[config.mk]
export PLATFORM = sky130hd
export DESIGN_NAME = accum_delta_reader
export DESIGN_NICKNAME = d
export VERILOG_FILES = /design/src/rtl/accum_pkg.sv /design/src/rtl/accum_fifo2.sv /design/src/rtl/accum_delta_reader.sv
export SDC_FILE = /design/constraint.sdc
export NUM_CORES = 1
export LEC_CHECK = 0
export BUFFER_PORTS_ARGS = -buffer_cell sky130_fd_sc_hd__buf_4
export CORE_MARGIN = 4
export CORE_UTILIZATION = 47
export DETAILED_ROUTE_END_ITERATION = 10
export PLACE_DENSITY = 0.69
export SETUP_SLACK_MARGIN = 0.3
export SYNTH_ARGS = -nofsm -noshare
export SYNTH_HDL_FRONTEND = slang
export SYNTH_HIERARCHICAL = 1
export SYNTH_SLANG_ARGS = --single-unit
[constraint.sdc]
create_clock -name clk -period 3 [get_ports clk]
set_input_delay 0.6 -clock clk [delete_from_list [all_inputs] [get_ports clk]]
set_output_delay 0.6 -clock clk [all_outputs]
set_load 0.01 [all_outputs]
[src/rtl/accum_pkg.sv]
// Shared types for the MAC / accumulator-reader pair.
package accum_pkg;

  localparam int unsigned Z_WIDTH_DEF = 38;

  typedef logic [Z_WIDTH_DEF-1:0] z_t;

  typedef enum logic [1:0] {
    IDLE  = 2'd0,
    RUN   = 2'd1,
    DRAIN = 2'd2
  } rd_state_t;

endpackage : accum_pkg

[src/rtl/accum_fifo2.sv]
// Two-entry valid/ready FIFO; head entry is a register driving the stream output.
module accum_fifo2 #(
  parameter int unsigned W = 8
) (
  input  logic         clk,
  input  logic         reset,
  input  logic         push,
  input  logic [W-1:0] push_data,
  input  logic         pop,
  output logic [W-1:0] head,
  output logic         head_valid,
  output logic         full,
  output logic         empty
);

  logic [W-1:0] head_q, tail_q;
  logic         head_v_q, tail_v_q;
  logic         do_pop_c, do_push_c;

  assign do_pop_c  = pop && head_v_q;
  assign do_push_c = push && (!tail_v_q || do_pop_c);

  // Tail shifts into head on pop; new data lands in the first free slot.
  always_ff @(posedge clk) begin
    if (reset) begin
      head_q   <= '0;
      tail_q   <= '0;
      head_v_q <= 1'b0;
      tail_v_q <= 1'b0;
    end else if (do_pop_c) begin
      if (tail_v_q) begin
        head_q <= tail_q;
        if (do_push_c) begin
          tail_q <= push_data;
        end else begin
          tail_v_q <= 1'b0;
        end
      end else if (do_push_c) begin
        head_q <= push_data;
      end else begin
        head_v_q <= 1'b0;
      end
    end else if (do_push_c) begin
      if (!head_v_q) begin
        head_q   <= push_data;
        head_v_q <= 1'b1;
      end else begin
        tail_q   <= push_data;
        tail_v_q <= 1'b1;
      end
    end
  end

  assign head       = head_q;
  assign head_valid = head_v_q;
  assign full       = tail_v_q;
  assign empty      = !head_v_q;

endmodule : accum_fifo2

[src/rtl/accum_delta_reader.sv]
// Recovers per-cycle products from a running accumulator stream (z_n - z_(n-1))
// and emits them through a 2-entry valid/ready buffer, framed by FRAME_LEN.
module accum_delta_reader
  import accum_pkg::*;
#(
  parameter int unsigned Z_WIDTH   = Z_WIDTH_DEF,
  parameter int unsigned FRAME_LEN = 16
) (
  input  logic               clk,
  input  logic               reset,
  input  logic [Z_WIDTH-1:0] z_in,
  input  logic               z_valid,
  output logic [Z_WIDTH-1:0] d_out,
  output logic               d_valid,
  input  logic               d_ready,
  output logic               frame_done,
  output logic               err_overflow,
  output logic [15:0]        sample_cnt
);

  localparam int unsigned      CNT_W    = 16;
  localparam logic [CNT_W-1:0] CNT_ONE  = CNT_W'(1);
  localparam logic [CNT_W-1:0] CNT_LAST = CNT_W'(FRAME_LEN);

  rd_state_t          state_q, state_d;
  logic [Z_WIDTH-1:0] z_prev_q, z_prev_d;
  logic [Z_WIDTH-1:0] delta_c;
  logic [CNT_W-1:0]   cnt_d;
  logic               err_d, frame_done_d;
  logic               pop_c, push_c, accept_c;
  logic               fifo_full, fifo_empty;

  assign pop_c   = d_valid && d_ready;
  assign delta_c = z_in - z_prev_q;

  // Next-state and register-update decode.
  always_comb begin
    state_d      = state_q;
    z_prev_d     = z_prev_q;
    cnt_d        = sample_cnt;
    err_d        = err_overflow;
    frame_done_d = 1'b0;
    push_c       = 1'b0;
    accept_c     = z_valid && (state_q != DRAIN) && (!fifo_full || pop_c);

    // Any sample that cannot be taken is lost for good.
    if (z_valid && !accept_c) begin
      err_d = 1'b1;
    end

    case (state_q)
      IDLE: begin
        if (accept_c) begin
          push_c   = 1'b1;
          z_prev_d = z_in;
          cnt_d    = CNT_ONE;
          state_d  = (CNT_LAST == CNT_ONE) ? DRAIN : RUN;
        end
      end
      RUN: begin
        if (accept_c) begin
          push_c   = 1'b1;
          z_prev_d = z_in;
          cnt_d    = sample_cnt + CNT_ONE;
          if (cnt_d == CNT_LAST) begin
            state_d = DRAIN;
          end
        end
      end
      DRAIN: begin
        // Frame closes on the pop that leaves the buffer empty.
        if (fifo_empty || (pop_c && !fifo_full)) begin
          frame_done_d = 1'b1;
          z_prev_d     = '0;
          cnt_d        = '0;
          state_d      = IDLE;
        end
      end
      default: state_d = IDLE;
    endcase
  end

  always_ff @(posedge clk) begin
    if (reset) begin
      state_q      <= IDLE;
      z_prev_q     <= '0;
      sample_cnt   <= '0;
      err_overflow <= 1'b0;
      frame_done   <= 1'b0;
    end else begin
      state_q      <= state_d;
      z_prev_q     <= z_prev_d;
      sample_cnt   <= cnt_d;
      err_overflow <= err_d;
      frame_done   <= frame_done_d;
    end
  end

  accum_fifo2 #(
    .W(Z_WIDTH)
  ) u_fifo (
    .clk       (clk),
    .reset     (reset),
    .push      (push_c),
    .push_data (delta_c),
    .pop       (pop_c),
    .head      (d_out),
    .head_valid(d_valid),
    .full      (fifo_full),
    .empty     (fifo_empty)
  );

endmodule : accum_delta_reader
# Yosys cells after proc, flatten, opt, wreduce, memory -nomap -nowiden

Index checks and enable logic that the tools add are counted.

Bits in registers: 136
Input port bits: 42
Output and inout port bits: 57
Word-level logic and storage cells: 87

Add/subtract/negate cells: 2
Equality and inequality tests: 14
Muxes and demuxes: 33
Bitwise gates (word level): 1
Reductions and logical operators: 28

Operators with widths:

| cell                  | count |
|---|---|
| $mux 38               | 11 |
| $pmux 38 s2           | 1 |
| $mux 16               | 3 |
| $pmux 16 s3           | 1 |
| $sub 38x38->38        | 1 |
| $ne 2x2->1 const B    | 9 |
| $add 16x1->16 const B | 1 |
| $eq 16x5->1 const B   | 1 |
| $mux 1                | 12 |
| $reduce_and 4->1      | 3 |
| $reduce_and 3->1      | 3 |
| $mux 2                | 4 |
| $reduce_bool 2->1     | 4 |
| $logic_and 1x1->1     | 7 |
| $pmux 2 s3            | 1 |
| $ne 2x1->1 const B    | 2 |
| $reduce_or 2->1       | 2 |
| $logic_not 1->1       | 3 |
| $logic_or 1x1->1      | 3 |
| $reduce_bool 3->1     | 1 |
| $eq 2x1->1 const B    | 1 |
| $eq 2x2->1 const B    | 1 |
| $logic_not 2->1       | 1 |
| $reduce_and 2->1      | 1 |
| $not 1->1             | 1 |

# Depth between registers and ports, before layout

Depth after elaboration: 9
Gate-level depth with buffers: 14
Depth with buffers taken out: 14

# Modules after synthesis

The synthesis kept the hierarchy.

Modules (own cells, without submodules):

| module             | times used | cells an instance | area each (um^2) | seq. area each (um^2) |
|---|---|---|---|---|
| accum_delta_reader | 1          | 667               | 4828.4           | 1161.1 |
| accum_fifo2        | 1          | 353               | 3422.0           | 1561.5 |

# Worst setup path before layout

Ideal clock, no wire load.

Path type: input to register
From: in z_in[0]
To: reg u_fifo.head_q[26] (netlist: u_fifo/head[26])
Library setup time: 0.119 ns
Arrival time: 2.931 ns
Data required time: 2.881 ns
Setup slack: -0.050 ns
Stages on the path: 13
Buffers on the path: 0
Cells stage by stage: inv_1 > ha_1 > inv_1 > fa_1 > a21oi_1 > o21ai_0 > a21oi_1 > o31ai_1 > a211oi_1 > o21ai_0 > a21boi_0 > xnor2_1 > o221a_2

Longest elaborated chain between the ends: 4
Elaborated cells on any way between the ends: 6
Those cells by class: add/sub (1); mux (5)

Ends and longest elaborated chain:

| item                       | line                                 | text |
|---|---|---|
| start: declaration         | accum_delta_reader.sv:11             | `input logic [Z_WIDTH-1:0] z_in,` |
| $sub 38x38->38 *           | accum_delta_reader.sv:34             | `assign delta_c = z_in - z_prev_q;` |
| named net delta_c[26]      | accum_delta_reader.sv:27             | `logic [Z_WIDTH-1:0] delta_c;` |
| $mux 38 (on tied branches) | accum_fifo2.sv:44, accum_fifo2.sv:38 |  |
| $mux 38 (on tied branches) | accum_fifo2.sv:43, accum_fifo2.sv:31 |  |
| $mux 38 *                  | accum_fifo2.sv:30                    | `end else if (do_pop_c) begin` |
| end signal: assignment     | accum_fifo2.sv:32                    | `head_q <= tail_q;` |
| end signal: assignment     | accum_fifo2.sv:39                    | `head_q <= push_data;` |
| end signal: assignment     | accum_fifo2.sv:45                    | `head_q <= push_data;` |
| end: declaration           | accum_fifo2.sv:16                    | `logic [W-1:0] head_q, tail_q;` |

Mark *: on every way through the listed nets, which the timed path passes. The rest lies on a longest branch. The select of a mux whose other input is x is not followed.
A chain may end at the register's enable or synchronous reset.

# Worst setup path after layout

From: in z_in[0]
To: reg u_fifo.head_q[18] (netlist: u_fifo/head[18])

Same word-level chain as after synthesis.

==> flow_results.org <==
** Clock tree
- In this run the deepest clock path goes through 2 buffers.
- Number of levels in the clock H-tree :: 4
- TritonCTS clock tree :: built
- Cts hold-fix bufs :: 0
- Number of sinks on the clock net :: 136
- The later pin in the worst-skew pair is clocked with a latency of about 420 ps.
- Cell chosen for the clock root :: sky130_fd_sc_hd__clkbuf_16
- After clock tree synthesis, the clock-pin slew on the worst setup and hold paths is approximately 60 ps.
- Num CTS Buffers :: 17

** Floorplan
- In this run the core area contains 48 standard-cell rows.
- Total Die Area :: 19700 sq um
- Vert. Die Dim :: 140 um
- Measured along the x axis, the die boundary spans 140 um.
- Pin placement for this block handled between 90 and 100 I/O pins.
- CORE AREA :: 17200 sq um
- The initial utilization of the core area, before any placement, comes to 47.9%.

** Detailed routing
- Total wire length :: 22.0 mm
- The pre-antenna-repair detailed-routing pass consisted of 5 iterations.
- Using the TritonRoute via totals, the vias-per-cell ratio works out to 5.50.
- Violation count after the first detailed-route iteration :: 425
- Routed wire length per instance :: 16.0 um
- Number of nets with antenna violations after detailed routing :: 0
- Detailed routing inserted a total of 7546 vias.
- After detailed routing, the number of remaining DRC violations is 0.

** Power and ir drop
- Power Density :: 797 nW/um^2
- The analysis attributes to cell leakage a power of 4.17 nW.
- Worst supply voltage drop on vdd :: 0.000439 V
- Power comes to 8.40 mW.

** Logic synthesis
- Yosys printed 6 warnings.
- Sequential elements use 33.0% of the synthesized area.
- Counting flops with an async set or reset pin after synthesis yields a share of 0%.
- The cell area that synthesis handed to floorplanning was roughly 8300 sq um.
- Post-Synthesis Cells :: 1020
- The number of different library cells used by synthesis comes to 54.
- Mean area per synthesized cell :: a little over 8 sq um
- In this run, synthesis inferred 0 flip-flops with an integrated enable.
- When the netlist entered floorplanning its net count stood at 1105.
- Flip-flop and latch count after synthesis :: around 140
- Predominant post-synthesis flop cell :: sky130_fd_sc_hd__dfxtp_1

** Run
- Max-cap violation count :: 0

** Timing
- The final number of hold-violating endpoints was 0.
- Setup clock skew after layout :: 8.58 ps
- Min cycle time layout :: 2660 ps
- Final worst path period share :: 88.7%
- Final Max Tran Viols :: 0
- Headroom to the max-slew limit came out at 39.5%.
- Worst-Margin Slew :: roughly 910 ps
- In the post-route analysis, the smallest setup slack over all paths is ~340 ps.
- Final hold analysis gives a worst-case slack of 442 ps.
- Setup repair after global routing could not meet its margin everywhere.
- Highest attainable clock frequency :: 376 MHz
- Setup violations, final :: 0

** Place
- Port Buf Inserts :: a little under 100
- Final weighted congestion in routability-driven placement :: 0.909
- After legalization and detailed placement, the total HPWL measured 15.0 mm.
- Post-Place Cells :: approximately 1300
- Post-Place Setup Slack :: -157 ps

** GRT
- Entering global routing, the biggest net connects 88 pins.
- The initial antenna violation count was 0.
- Final global-route overflow total :: 0
- GRT Total Usage :: between 20% and 30%
- The first global-routing pass estimated 35.3 mm of wire.
- Vias in the first global route :: 6980

** Critical path
- Setup slack, reg-to-reg :: 360 ps
- Critical path required time :: ~3300 ps
- In this run the worst path has a maximum fanout of 4.
- In this design, the stage delay of the slowest critical-path cell is 360 ps.
- Critical Path Start Type :: primary input
- The number of buffers and inverters on the critical path is 5.
- Most repeated library cell on the critical path :: sky130_fd_sc_hd__buf_4
- List of cells traversed by the critical path :: buf_4 -> inv_2 -> ha_4 -> inv_1 -> fa_2 -> a21oi_2 -> o21ai_1 -> buf_4 -> a21oi_4 -> o31ai_4 -> a211oi_2 -> buf_4 -> o21ai_0 -> xor2_1 -> o221a_2
- Cell type of the slowest stage on the worst timing path :: sky130_fd_sc_hd__a211oi_2
- Family with the most delay on the worst path :: compound AO/OA/AOI/OAI gates
- The critical path is of the primary input to flop type.
- Data on the critical path arrives at its endpoint at 2970 ps.
- The worst setup path is captured at a flop.

** Cells and area
- Relative to the synthesized area, the layout overhead comes to 27.8%.
- Multi-input combinational cell area :: 5260 sq um
- The count of cells in the finished layout, fillers not included, comes to 1373.
- The sequential cells in the finished layout cover a total of 2740 sq um.
- Final #Nets :: 1221
- Ant diodes :: 0
- Fill cell total of the finished layout :: 1502
- Share of final-layout standard cells stronger than drive strength 1 :: between 20% and 30%

** Min path
- Min-delay worst type :: primary input to flop

** Run status
- The flow ran to the end, and the final reports show no timing, DRC or antenna violations.
-- final timing paths --
check | start | cells after the start | to
max reg2reg | z_prev_q[0] | 13 | u_fifo/head[18]
min reg2reg | u_fifo/tail_q[16] | 2 | u_fifo/tail_q[16]
max | z_in[0] | 15 | u_fifo/head[18]
min | z_valid | 3 | err_overflow
-- worst reg2reg max path, stage by stage (launching register included) --
cell	delay (ps)
sky130_fd_sc_hd__dfxtp_2	340
sky130_fd_sc_hd__ha_4	120
sky130_fd_sc_hd__inv_1	40
sky130_fd_sc_hd__fa_2	350
sky130_fd_sc_hd__a21oi_2	150
sky130_fd_sc_hd__o21ai_1	70
sky130_fd_sc_hd__buf_4	150
sky130_fd_sc_hd__a21oi_4	160
sky130_fd_sc_hd__o31ai_4	100
sky130_fd_sc_hd__a211oi_2	360
sky130_fd_sc_hd__buf_4	180
sky130_fd_sc_hd__o21ai_0	90
sky130_fd_sc_hd__xor2_1	170
sky130_fd_sc_hd__o221a_2	240
-- layout make-up --
| type | count | share of cell area, % |
|---|---|---|
| multi-input cells | 721 | 49.9 |
| flip-flops and latches | 136 | 26.0 |
| repair buffers | 163 | 11.9 |
| clock buffers | 20 | 4.43 |
| inverters | 97 | 3.45 |
| well taps | 225 | 2.67 |
| clock inverters | 11 | 1.63 |
-- through the flow --
step	instance area [sq um]	setup TNS, ps	util [%]
after floorplan	8280	0	-
after CTS	10200	0	58.9
final	10500	0	61.2
after detailed placement	9500	-1850	55.1
after global routing	10500	0	61.2
after global placement	9500	-510	55.1
-- where the power goes --
part	switching [mW]	internal [mW]	total [mW]
Combinational	2.00	1.69	3.69
Clock	0.811	1.45	2.27
Sequential	0.246	2.20	2.45
Total	3.06	5.34	8.40
-- flip-flops by register name, indices dropped and copies added (netlist names) --
register and count:
z_prev_q 38, err_overflow 1, u_fifo/full 1, frame_done 1
u_fifo/tail_q 38, u_fifo/head 38, state_q 2, sample_cnt 16
u_fifo/head_valid 1
-- timing repair --
| item | CTS | global route |
|---|---|---|
| buffers inserted | 0 | 7 |
| setup endpoints to repair | 38 | 86 |
| pin swaps | 1 | 22 |
| resized for setup | 5 | 75 |
| cloned | 0 | 1 |
-- layer usage --
metal,up-vias,global-route usage [%],wire (um)
met1,3536,29.4,10200
met4,0,6.07,209
met3,20,3.72,1070
met2,197,35.4,10600
met5,-,0,0
li1,3793,-,-
-- cells in the final DEF (no fill, tap or decap), types with 16 or more instances in the layout --
cell,count
sky130_fd_sc_hd__mux2i_1,40
sky130_fd_sc_hd__o221a_2,38
sky130_fd_sc_hd__clkbuf_16,17
sky130_fd_sc_hd__nand3_1,16
sky130_fd_sc_hd__nor2_1,80
sky130_fd_sc_hd__buf_4,160
sky130_fd_sc_hd__o21ai_0,26
sky130_fd_sc_hd__a21oi_1,128
sky130_fd_sc_hd__nand2_1,38
sky130_fd_sc_hd__dfxtp_1,122
sky130_fd_sc_hd__a21o_1,19
sky130_fd_sc_hd__ha_1,32
sky130_fd_sc_hd__nand2b_1,78
sky130_fd_sc_hd__inv_1,95
sky130_fd_sc_hd__nor3b_1,40
sky130_fd_sc_hd__xnor2_1,22
-- cell families after synthesis --
logic type      count (synthesis)  synth area share [%]
simple gates                  314                  20.9
compound gates                283                  22.5
buf+inv                       164                  7.95
flops                         136                  33.0
fa+ha+maj                      43                  6.61
xor+xnor                       40                  4.25
mux                            40                  4.85
-- cell usage after synthesis, types with 3 or more instances --
cell	n	area, sq um
sky130_fd_sc_hd__buf_6	3	33.8
sky130_fd_sc_hd__and3_1	8	50.1
sky130_fd_sc_hd__nand2b_1	78	488
sky130_fd_sc_hd__a221oi_1	3	26.3
sky130_fd_sc_hd__nor2b_1	6	37.5
sky130_fd_sc_hd__o221ai_1	3	26.3
sky130_fd_sc_hd__a211oi_1	4	30.0
sky130_fd_sc_hd__a21o_1	19	143
sky130_fd_sc_hd__nand4_1	9	56.3
sky130_fd_sc_hd__buf_1	4	15.0
sky130_fd_sc_hd__o31ai_1	3	22.5
sky130_fd_sc_hd__a311oi_1	4	35.0
sky130_fd_sc_hd__or3_1	4	25.0
sky130_fd_sc_hd__o21ai_0	34	170
sky130_fd_sc_hd__a31oi_1	6	37.5
sky130_fd_sc_hd__clkbuf_1	48	180
sky130_fd_sc_hd__inv_1	97	364
sky130_fd_sc_hd__ha_1	42	526
sky130_fd_sc_hd__nor2_1	81	304
sky130_fd_sc_hd__o211ai_1	3	22.5
sky130_fd_sc_hd__and4_1	6	52.6
sky130_fd_sc_hd__buf_2	10	50.1
sky130_fd_sc_hd__a22oi_1	6	45.0
sky130_fd_sc_hd__o21bai_1	7	52.6
sky130_fd_sc_hd__nor3b_1	42	315
sky130_fd_sc_hd__nand3_1	17	85.1
sky130_fd_sc_hd__nor3_1	9	45.0
sky130_fd_sc_hd__or2_2	5	31.3
sky130_fd_sc_hd__o221a_2	38	428
sky130_fd_sc_hd__xnor2_1	29	254
sky130_fd_sc_hd__xor2_1	11	96.3
sky130_fd_sc_hd__mux2i_1	40	400
sky130_fd_sc_hd__nand2_1	39	146
sky130_fd_sc_hd__dfxtp_1	136	2720
sky130_fd_sc_hd__a21oi_1	142	711
Power figures use the tool's default switching activity.
